### config.mk
export PLATFORM = sky130hd
export DESIGN_NAME = signed_divider
export DESIGN_NICKNAME = d
export VERILOG_FILES = /design/src/rtl/signed_divider_pkg.sv /design/src/rtl/signed_divider_sign_magnitude.sv /design/src/rtl/signed_divider.sv
export SDC_FILE = /design/constraint.sdc
export NUM_CORES = 1
export LEC_CHECK = 0
export CAP_MARGIN = 10
export CORE_UTILIZATION = 39
export DETAILED_ROUTE_END_ITERATION = 8
export GPL_TIMING_DRIVEN = 0
export SETUP_SLACK_MARGIN = 0.2
export SLEW_MARGIN = 20
export SYNTH_ARGS = -nofsm -noshare
export SYNTH_HDL_FRONTEND = slang
export SYNTH_HIERARCHICAL = 1
export SYNTH_SLANG_ARGS = --single-unit
### constraint.sdc
create_clock -name clk -period 3.68 [get_ports clk]
set_input_delay 0.552 -clock clk [delete_from_list [all_inputs] [get_ports clk]]
set_output_delay 0.552 -clock clk [all_outputs]
set_load 0.02 [all_outputs]
### src/rtl/signed_divider_pkg.sv
// Shared definitions for the iterative RV32M divide unit: FSM state encoding
// and the iteration-counter width helper.
package signed_divider_pkg;

    typedef enum logic [2:0] {
        IDLE   = 3'd0,
        PREP   = 3'd1,
        DIVIDE = 3'd2,
        FIXUP  = 3'd3,
        DONE   = 3'd4
    } divState_e;

    localparam int DEFAULT_NUM_SIZE = 32;

    function automatic int cntWidth(input int numSize);
        return (numSize <= 2) ? 1 : $clog2(numSize);
    endfunction

endpackage

### src/rtl/signed_divider_sign_magnitude.sv
// Two's-complement to sign + magnitude decoder. forceNeg turns it into a plain
// negator so the same logic re-encodes results to two's complement.
module sign_magnitude #(
    parameter int NUM_SIZE = 32
) (
    input  logic [NUM_SIZE-1:0] x,
    input  logic                isSigned,
    input  logic                forceNeg,
    output logic                sign,
    output logic [NUM_SIZE-1:0] mag
);

    // Negate when the operand is negative, or when negation is requested outright
    always_comb begin
        sign = isSigned & x[NUM_SIZE-1];
        if (sign || forceNeg) begin
            mag = ~x + NUM_SIZE'(1);
        end else begin
            mag = x;
        end
    end

endmodule

### src/rtl/signed_divider.sv
// Iterative restoring divider (DIV/DIVU/REM/REMU), one quotient bit per cycle,
// fixed latency of NUM_SIZE+3 cycles from accepted start to done.
module signed_divider
    import signed_divider_pkg::*;
#(
    parameter int NUM_SIZE = DEFAULT_NUM_SIZE
) (
    input  logic                clk,
    input  logic                rstN,
    input  logic                start,
    input  logic                isSigned,
    input  logic [NUM_SIZE-1:0] dividend,
    input  logic [NUM_SIZE-1:0] divisor,
    output logic                busy,
    output logic                done,
    output logic [NUM_SIZE-1:0] quotient,
    output logic [NUM_SIZE-1:0] remainder
);

    localparam int CNT_W = cntWidth(NUM_SIZE);
    localparam logic [CNT_W-1:0]    CNT_LAST = CNT_W'(NUM_SIZE - 1);
    localparam logic [NUM_SIZE-1:0] MIN_NEG  = {1'b1, {(NUM_SIZE-1){1'b0}}};
    localparam logic [NUM_SIZE-1:0] ALL_ONES = {NUM_SIZE{1'b1}};

    divState_e           state_r, nextState_s;
    logic [NUM_SIZE-1:0] opA_r, opB_r, q_r, rem_r, magB_r;
    logic [NUM_SIZE-1:0] quotient_r, remainder_r;
    logic [CNT_W-1:0]    cnt_r;
    logic                isSigned_r, qNeg_r, rNeg_r, divZero_r, overflow_r;
    logic                busy_r, done_r;

    logic                accept_s;
    logic [NUM_SIZE-1:0] smAx_s, smBx_s, magA_s, magB_s, remShift_s;
    logic                smSigned_s, smAneg_s, smBneg_s, signA_s, signB_s;
    logic [NUM_SIZE:0]   trial_s;

    // Subtraction is done as a + ~b + 1 on the shared adder
    function automatic logic [NUM_SIZE:0] addCarry(input logic [NUM_SIZE:0] a,
                                                   input logic [NUM_SIZE:0] b,
                                                   input logic              cin);
        return a + b + {{NUM_SIZE{1'b0}}, cin};
    endfunction

    assign accept_s   = start && ((state_r == IDLE) || (state_r == DONE));
    assign remShift_s = {rem_r[NUM_SIZE-2:0], q_r[NUM_SIZE-1]};
    assign trial_s    = addCarry({1'b0, remShift_s}, {1'b1, ~magB_r}, 1'b1);

    // Decoders take the operands in PREP and negate the raw results in FIXUP
    always_comb begin
        smAx_s     = opA_r;
        smBx_s     = opB_r;
        smSigned_s = isSigned_r;
        smAneg_s   = 1'b0;
        smBneg_s   = 1'b0;
        if (state_r == FIXUP) begin
            smAx_s     = q_r;
            smBx_s     = rem_r;
            smSigned_s = 1'b0;
            smAneg_s   = qNeg_r;
            smBneg_s   = rNeg_r;
        end else begin
            smSigned_s = isSigned_r;
        end
    end

    sign_magnitude #(.NUM_SIZE(NUM_SIZE)) uDecA (
        .x(smAx_s), .isSigned(smSigned_s), .forceNeg(smAneg_s), .sign(signA_s), .mag(magA_s)
    );

    sign_magnitude #(.NUM_SIZE(NUM_SIZE)) uDecB (
        .x(smBx_s), .isSigned(smSigned_s), .forceNeg(smBneg_s), .sign(signB_s), .mag(magB_s)
    );

    // Next-state logic
    always_comb begin
        nextState_s = state_r;
        case (state_r)
            IDLE:    nextState_s = accept_s ? PREP : IDLE;
            PREP:    nextState_s = DIVIDE;
            DIVIDE:  nextState_s = (cnt_r == '0) ? FIXUP : DIVIDE;
            FIXUP:   nextState_s = DONE;
            DONE:    nextState_s = accept_s ? PREP : IDLE;
            default: nextState_s = IDLE;
        endcase
    end

    // State, datapath and registered outputs
    always_ff @(posedge clk) begin
        if (!rstN) begin
            state_r     <= IDLE;
            opA_r       <= '0;
            opB_r       <= '0;
            q_r         <= '0;
            rem_r       <= '0;
            magB_r      <= '0;
            cnt_r       <= '0;
            isSigned_r  <= 1'b0;
            qNeg_r      <= 1'b0;
            rNeg_r      <= 1'b0;
            divZero_r   <= 1'b0;
            overflow_r  <= 1'b0;
            busy_r      <= 1'b0;
            done_r      <= 1'b0;
            quotient_r  <= '0;
            remainder_r <= '0;
        end else begin
            state_r <= nextState_s;
            busy_r  <= (nextState_s == PREP) || (nextState_s == DIVIDE) || (nextState_s == FIXUP);
            done_r  <= (nextState_s == DONE);
            case (state_r)
                IDLE, DONE: begin
                    if (accept_s) begin
                        opA_r      <= dividend;
                        opB_r      <= divisor;
                        isSigned_r <= isSigned;
                    end
                end
                PREP: begin
                    q_r        <= magA_s;
                    rem_r      <= '0;
                    magB_r     <= magB_s;
                    cnt_r      <= CNT_LAST;
                    qNeg_r     <= signA_s ^ signB_s;
                    rNeg_r     <= signA_s;
                    divZero_r  <= (opB_r == '0);
                    overflow_r <= isSigned_r && (opA_r == MIN_NEG) && (opB_r == ALL_ONES);
                end
                DIVIDE: begin
                    q_r   <= {q_r[NUM_SIZE-2:0], ~trial_s[NUM_SIZE]};
                    rem_r <= trial_s[NUM_SIZE] ? remShift_s : trial_s[NUM_SIZE-1:0];
                    cnt_r <= cnt_r - CNT_W'(1);
                end
                FIXUP: begin
                    // Divide-by-zero outranks signed overflow
                    if (divZero_r) begin
                        quotient_r  <= ALL_ONES;
                        remainder_r <= opA_r;
                    end else if (overflow_r) begin
                        quotient_r  <= opA_r;
                        remainder_r <= '0;
                    end else begin
                        quotient_r  <= magA_s;
                        remainder_r <= magB_s;
                    end
                end
                default: ;
            endcase
        end
    end

    assign busy      = busy_r;
    assign done      = done_r;
    assign quotient  = quotient_r;
    assign remainder = remainder_r;

endmodule

==> Word level (Yosys, flattened, before mapping) <==
Index checks and enable logic that the tools add are counted.
{ "word_totals": {"reg_bits": 239, "in_bits": 68, "output_inout_bits": 66, "word_cells": 70} }
{ "classes": {"reduce_logical": 14, "eq_ne": 10, "addsub": 5, "muxes": 18, "bitwise": 7} }
{ "op_table": {"columns": ["cell", "count"], "rows": [
  ["$mux W32", 9],
  ["$pmux W32 S2", 2],
  ["$not A32 Y32", 3],
  ["$add A32 B1 Y32 const B", 2],
  ["$eq A32 B32 Y1 const B", 2],
  ["$add A32 B33 Y33", 1],
  ["$add A33 B1 Y33 const B", 1],
  ["$logic_not A32 Y1", 1],
  ["$eq A3 B2 Y1 const B", 4],
  ["$pmux W3 S4", 1],
  ["$pmux W5 S2", 1],
  ["$eq A3 B1 Y1 const B", 2],
  ["$eq A3 B3 Y1 const B", 2],
  ["$logic_not A5 Y1", 1],
  ["$logic_or A1 B1 Y1", 5],
  ["$mux W1", 5],
  ["$sub A5 B1 Y5 const B", 1],
  ["$logic_and A1 B1 Y1", 3],
  ["$logic_not A3 Y1", 1],
  ["$and A1 B1 Y1", 2],
  ["$reduce_and A2 Y1", 1],
  ["$reduce_bool A2 Y1", 1],
  ["$reduce_or A2 Y1", 1],
  ["$not A1 Y1", 1],
  ["$xor A1 B1 Y1", 1]
]} }

==> Depth between registers and ports, before layout <==
{ "depth": {"depth_word": 8, "ltp_mapped": 14, "mapped_depth_nobuf": 11} }

==> Cells and area by module <==
The synthesis kept the hierarchy.
{ "modules_own_cells": {"columns": ["mod", "area_per_inst_um2", "cells_each", "n_inst", "seq_area_each_um2"], "rows": [
  ["signed_divider", 12383.1, 1668, 1, 4784.6],
  ["sign_magnitude", 787.0, 110, 2, 0.0]
]} }

==> Least setup slack after synthesis <==
Ideal clock, no wire load.
{ "synth_path": {"kind": "reg2reg", "start": "register state_r[2]", "end": "register quotient_r[28], in the netlist quotient[28]", "synth_period_minus_slack_ps": 3331, "setup_time_ps": 129, "arrival_ps": 3202, "path_slack_ps": 349, "path_buffers": 4, "required_ps": 3551, "stages_incl_launch_ff": 15, "cell_sequence": "dfxtp_1 > and3b_1 > clkbuf_1 > clkbuf_1 > buf_1 > nand2_1 > nand2_1 > or4_4 > nor4_4 > buf_2 > a41oi_1 > xor2_1 > nor2b_1 > a2111oi_0 > nor2_1"} }
{ "synth_between": {"elab_chain_cells": 7, "word_cells_on_any_way": 11, "cone_classes": "add/sub (1); eq/ne (1); mux (6); bitwise (2); reduce/logical (1)"} }
{ "synth_lines": {"columns": ["item", "line_no", "text"], "rows": [
  ["start: declaration", "signed_divider.sv:25", "divState_e state_r, nextState_s;"],
  ["start signal: assignment", "signed_divider.sv:107", "state_r <= nextState_s;"],
  ["$eq A3 B2 Y1", "signed_divider.sv:55", "if (state_r == FIXUP) begin"],
  ["$mux W32", "signed_divider.sv:55", null],
  ["net smAx_s[11]", "signed_divider.sv:33", "logic [NUM_SIZE-1:0] smAx_s, smBx_s, magA_s, magB_s, remShift_s;"],
  ["$not A32 Y32", "signed_divider_sign_magnitude.sv:17", "mag = ~x + NUM_SIZE'(1);"],
  ["$add A32 B1 Y32", "signed_divider_sign_magnitude.sv:17", null],
  ["$mux W32", "signed_divider_sign_magnitude.sv:16", "if (sign || forceNeg) begin"],
  ["net magA_s[28]", "signed_divider.sv:33", null],
  ["$mux W32", "signed_divider.sv:138", "end else if (overflow_r) begin"],
  ["$mux W32", "signed_divider.sv:135", "if (divZero_r) begin"],
  ["end signal: assignment", "signed_divider.sv:139", "quotient_r <= opA_r;"],
  ["end signal: assignment", "signed_divider.sv:142", "quotient_r <= magA_s;"],
  ["end: declaration", "signed_divider.sv:27", "logic [NUM_SIZE-1:0] quotient_r, remainder_r;"]
]} }
The timed path passes the listed nets, and every way through them passes these cells.
A chain may end at the register's enable or synchronous reset.

==> Worst setup path after layout <==
{ "layout_path": {"start": "register state_r[2]", "end": "register remainder_r[27], in the netlist remainder[27]"} }
{ "layout_between": {"elab_chain_cells": 7, "word_cells_on_any_way": 11, "cone_classes": "add/sub (1); eq/ne (1); mux (6); bitwise (2); reduce/logical (1)"} }
{ "layout_lines": {"columns": ["item", "line_no", "text"], "rows": [
  ["$eq A3 B2 Y1", "signed_divider.sv:55", null],
  ["$mux W1", "signed_divider.sv:55", null],
  ["net smSigned_s", "signed_divider.sv:34", "logic smSigned_s, smAneg_s, smBneg_s, signA_s, signB_s;"],
  ["$and A1 B1 Y1", "signed_divider_sign_magnitude.sv:15", "sign = isSigned & x[NUM_SIZE-1];"],
  ["net signB_s", "signed_divider.sv:34", null],
  ["$logic_or A1 B1 Y1", "signed_divider_sign_magnitude.sv:16", null],
  ["$mux W32", "signed_divider_sign_magnitude.sv:16", null],
  ["net magB_s[27]", "signed_divider.sv:33", null],
  ["$mux W32", "signed_divider.sv:138", null],
  ["$mux W32", "signed_divider.sv:135", null],
  ["end signal: assignment", "signed_divider.sv:137", "remainder_r <= opA_r;"],
  ["end signal: assignment", "signed_divider.sv:143", "remainder_r <= magB_s;"],
  ["end: declaration", "signed_divider.sv:27", null]
]} }
The timed path passes the listed nets, and every way through them passes these cells.

==> flow_metrics.env <==
export IMPL_status="complete, no violations"
export IMPL_cp_data_required_time_ns=4.11
export IMPL_crit_top_cell="and2_1"
export IMPL_period_minus_slack_ns=3.40
export IMPL_cts_buffers=29
export IMPL_crit_path_cell_trace="nand3b_1, buf_4, clkbuf_2, and2_1, and2_1, nor2_1, clkbuf_1, a31oi_1, xor2_1, a221oi_1, nor3_1"
export IMPL_cap_violations=0
export IMPL_routed_wl_microns=53400
export IMPL_slowest_stage="clkbuf_1"
export IMPL_syn2layout_area_growth_pct=23.6
export IMPL_yosys_warnings=6
export IMPL_rows=68
export IMPL_holdPathStages=2
export IMPL_clk_latency_ns=0.57
export IMPL_cpLargestDelayFamily="simple AND/OR/NAND/NOR gates"
export IMPL_antenna_found_initial=0
export IMPL_grt_max_degree=15
export IMPL_end_kind="flop"
export IMPL_placed_cell_area_sq_um=15900
export IMPL_globalplace_congestion=0.998
export IMPL_min_to="magB_r[24]"
export IMPL_hold_viol=0
export IMPL_clock_skew_ns=0.0228
export IMPL_synth_top_area_frac=0.343
export IMPL_r2r_end="remainder[27]"
export IMPL_maxSlewViolCount=0
export IMPL_crit_type="reg2reg"
export IMPL_die_x_microns=191
export IMPL_max_slew_margin=0.382
export IMPL_worst_pin_slew_ns=0.920
export IMPL_timing_hold_ws_ns=0.454
export IMPL_post_route_drc_count=0
export IMPL_synth_fa_ha_area_frac=0.0337
export IMPL_portBuffers=133
export IMPL_synthSimpleGateAreaFrac=0.266
export IMPL_synth_seq_cells=239
export IMPL_io_pins=134
export IMPL_synth_top_family_by_area="simple AND/OR/NAND/NOR gates"
export IMPL_viasPerCell=5.82
export IMPL_fin_crit_sh=0.925
export IMPL_grt_usage=0.287
export IMPL_postRouteAntennaNets=0
export IMPL_synth_compound_area_share=0.243
export IMPL_dr_pass1_iters=6
export IMPL_hpwl_microns=41100
export IMPL_grt_pass1_vias=13900
export IMPL_cp_max_fo=11
export IMPL_start_util=0.400
export IMPL_num_vias=14800
export IMPL_cts_sinks=239
export IMPL_multi_input_area_sq_um=8570
export IMPL_synth_largest_area_cell="dfxtp_1"
export IMPL_worst_setup_path_start_kind="flop"
export IMPL_max_stage_delay_ns=0.50
export IMPL_nNetsFinal=2168
export IMPL_yosysMostFrequentCell="nand2_1"
export IMPL_routedWlPerCell_microns=21.0
export IMPL_antenna_cells=0
export IMPL_syn_nets=1993
export IMPL_htree_levels=1
export IMPL_hold_class="reg2reg"
export IMPL_synthCells=1888
export IMPL_grt_overflow=0
export IMPL_async_flop_share=0
export IMPL_reg2regPathDepth=11
export IMPL_p_leak_nw=6.59
export IMPL_grt_first_pass_wirelength_microns=81200
export IMPL_synthFlopType="dfxtp_1"
export IMPL_yosys_top_cells_count="nand2_1 (492), dfxtp_1 (239), a21oi_1 (152), clkbuf_1 (120), nor2_1 (112)"
export IMPL_regArea_sq_um=4790
export IMPL_path_buf_inv=3
export IMPL_peakVddDrop_mv=0.883
export IMPL_core_sq_um=34900
export IMPL_yosysSeqAreaShare=0.343
export IMPL_synthXorXnorAreaFrac=0.0515
export IMPL_postCtsHoldBufs=0
export IMPL_setup_violations=0
export IMPL_syn_area_sq_um=14000
export IMPL_power_per_cell_area_nw_per_um2=855
export IMPL_dieArea_sq_um=36500
export IMPL_die_y_microns=191
export IMPL_min_from="magB_r[24]"
export IMPL_syn_area_per_cell_sq_um=7.39
export IMPL_clk_path_buf_depth=3
export IMPL_drive_gt1_frac=0.0853
export IMPL_clk_pin_slew_ns=0.06
export IMPL_cp_arrival_ns=3.83
export IMPL_muxShareOfSynthArea=0.00430
export IMPL_synth_edff_count=0
export IMPL_r2r_slack_ns=0.28
export IMPL_root_buffer="clkbuf_16"
export IMPL_fin_area_sq_um=17300
export IMPL_yosysUniqueCellTypes=72
export IMPL_rsz0062_at_grt="true"
export IMPL_synth_area_leaders="dfxtp_1 (34%), nand2_1 (13%), a21oi_1 (5.5%)"
export IMPL_fmax_mhz=294
export IMPL_first_iter_violations=1335
export IMPL_fillers=3614
export IMPL_reg2reg_from="state_r[2]"
export IMPL_cts_tree="built"
## placed cells by master (no fill, tap or decap), types with 15 or more instances in the layout
cell / instances
a22oi_1: 32
nor3_1: 52
xor2_1: 35
clkbuf_1: 111
o211ai_2: 15
nor4_1: 24
nor2b_1: 40
a41oi_1: 16
nor2_1: 111
buf_4: 19
xnor2_1: 47
nand2_1: 491
nand3_1: 15
a31oi_1: 22
a21oi_1: 152
a221oi_1: 30
a21o_1: 15
o21ai_0: 64
clkbuf_16: 29
a2111oi_2: 15
nand4_1: 16
dfxtp_1: 235
clkdlybuf4s50_1: 133
o211ai_1: 31
ha_1: 36
inv_1: 52
## final cells by class
type | instances | share of cell area
multi-input combinational | 1449 | 0.497
sequential | 239 | 0.278
timing repair buffer | 145 | 0.0822
clock buffer | 38 | 0.0469
buffer | 147 | 0.0395
tap | 455 | 0.0330
clock inverter | 16 | 0.0126
inverter | 52 | 0.0113
## cells by family (layout without fill, tap and decap cells)
group | count (synthesis) | after routing
AO/OA/AOI/OAI | 492 | 492
AND/OR/NAND/NOR | 832 | 832
XOR/XNOR | 82 | 82
multiplexers | 6 | 6
flip-flops | 239 | 239
buffers and inverters | 200 | 398
adder cells (fa/ha/maj) | 37 | 37
## through the flow
stage / util / worst slack (ns) / cells / power [mW] / setup TNS, ns
CTS: 0.490 / 0.191 / 2537 / 14.6 / 0
detailed placement: 0.455 / -0.969 / 2476 / 11.4 / -34.64
floorplan: - / 0.349 / 1888 / 9.18 / 0
global route: 0.495 / 0.141 / 2541 / 15.6 / 0
finish: 0.495 / 0.277 / 2541 / 14.7 / 0
global placement: 0.455 / -0.964 / 2476 / 11.3 / -28.53
## power by group
group / switching, mW / internal, mW / leakage, nW / total (mW)
clock: 1.20 / 1.90 / 0.505 / 3.09
combinational: 5.19 / 3.30 / 4.14 / 8.49
sequential: 0.340 / 2.83 / 1.94 / 3.17
total: 6.72 / 8.02 / 6.59 / 14.7
## flip-flops by register name, indices dropped and copies added, names as in the netlist
signal,cells
rNeg_r,1
magB_r,32
q_r,32
state_r,3
busy,1
remainder,32
isSigned_r,1
divZero_r,1
opB_r,32
qNeg_r,1
quotient,32
cnt_r,5
done,1
overflow_r,1
rem_r,32
opA_r,32
## how the worst max path moves through the flow
stage / startpoint / endpoint / slack (ns) / depth (start not counted)
floorplan: state_r[2] / quotient[28] / 0.35 / 14
detailed placement: state_r[2] / quotient[29] / -0.97 / 14
global route: state_r[1] / quotient[31] / 0.14 / 13
global placement: state_r[2] / quotient[29] / -0.96 / 14
finish: state_r[2] / remainder[27] / 0.28 / 11
CTS: state_r[2] / quotient[28] / 0.19 / 15
## timing repair
| action | CTS | global route |
|---|---|---|
| setup buffers | 7 | 4 |
| pin swaps | 6 | 8 |
| gates resized for setup | 56 | 52 |
| endpoints found under the hold margin | 0 | 0 |
| endpoints found under the setup margin | 150 | 88 |
| cloned | 1 | 0 |
## per-layer routing
layer / global-route usage / share of wire / wire length [microns] / vias up
li1: - / - / - / 7024
met1: 0.386 / 0.44 / 23500 / 7032
met2: 0.476 / 0.46 / 24700 / 609
met3: 0.0338 / 0.065 / 3480 / 111
met4: 0.0916 / 0.032 / 1730 / 0
met5: 0 / 0 / 0 / -
## worst register-to-register path, cell delays in order, from the launching register on
cell      delay, ns
dfxtp_2        0.33
nand3b_1       0.22
buf_4          0.23
clkbuf_2       0.23
and2_1         0.27
and2_1         0.22
nor2_1         0.47
clkbuf_1       0.50
a31oi_1        0.13
xor2_1         0.21
a221oi_1       0.38
nor3_1         0.09
(Power assumes the default switching activity.)
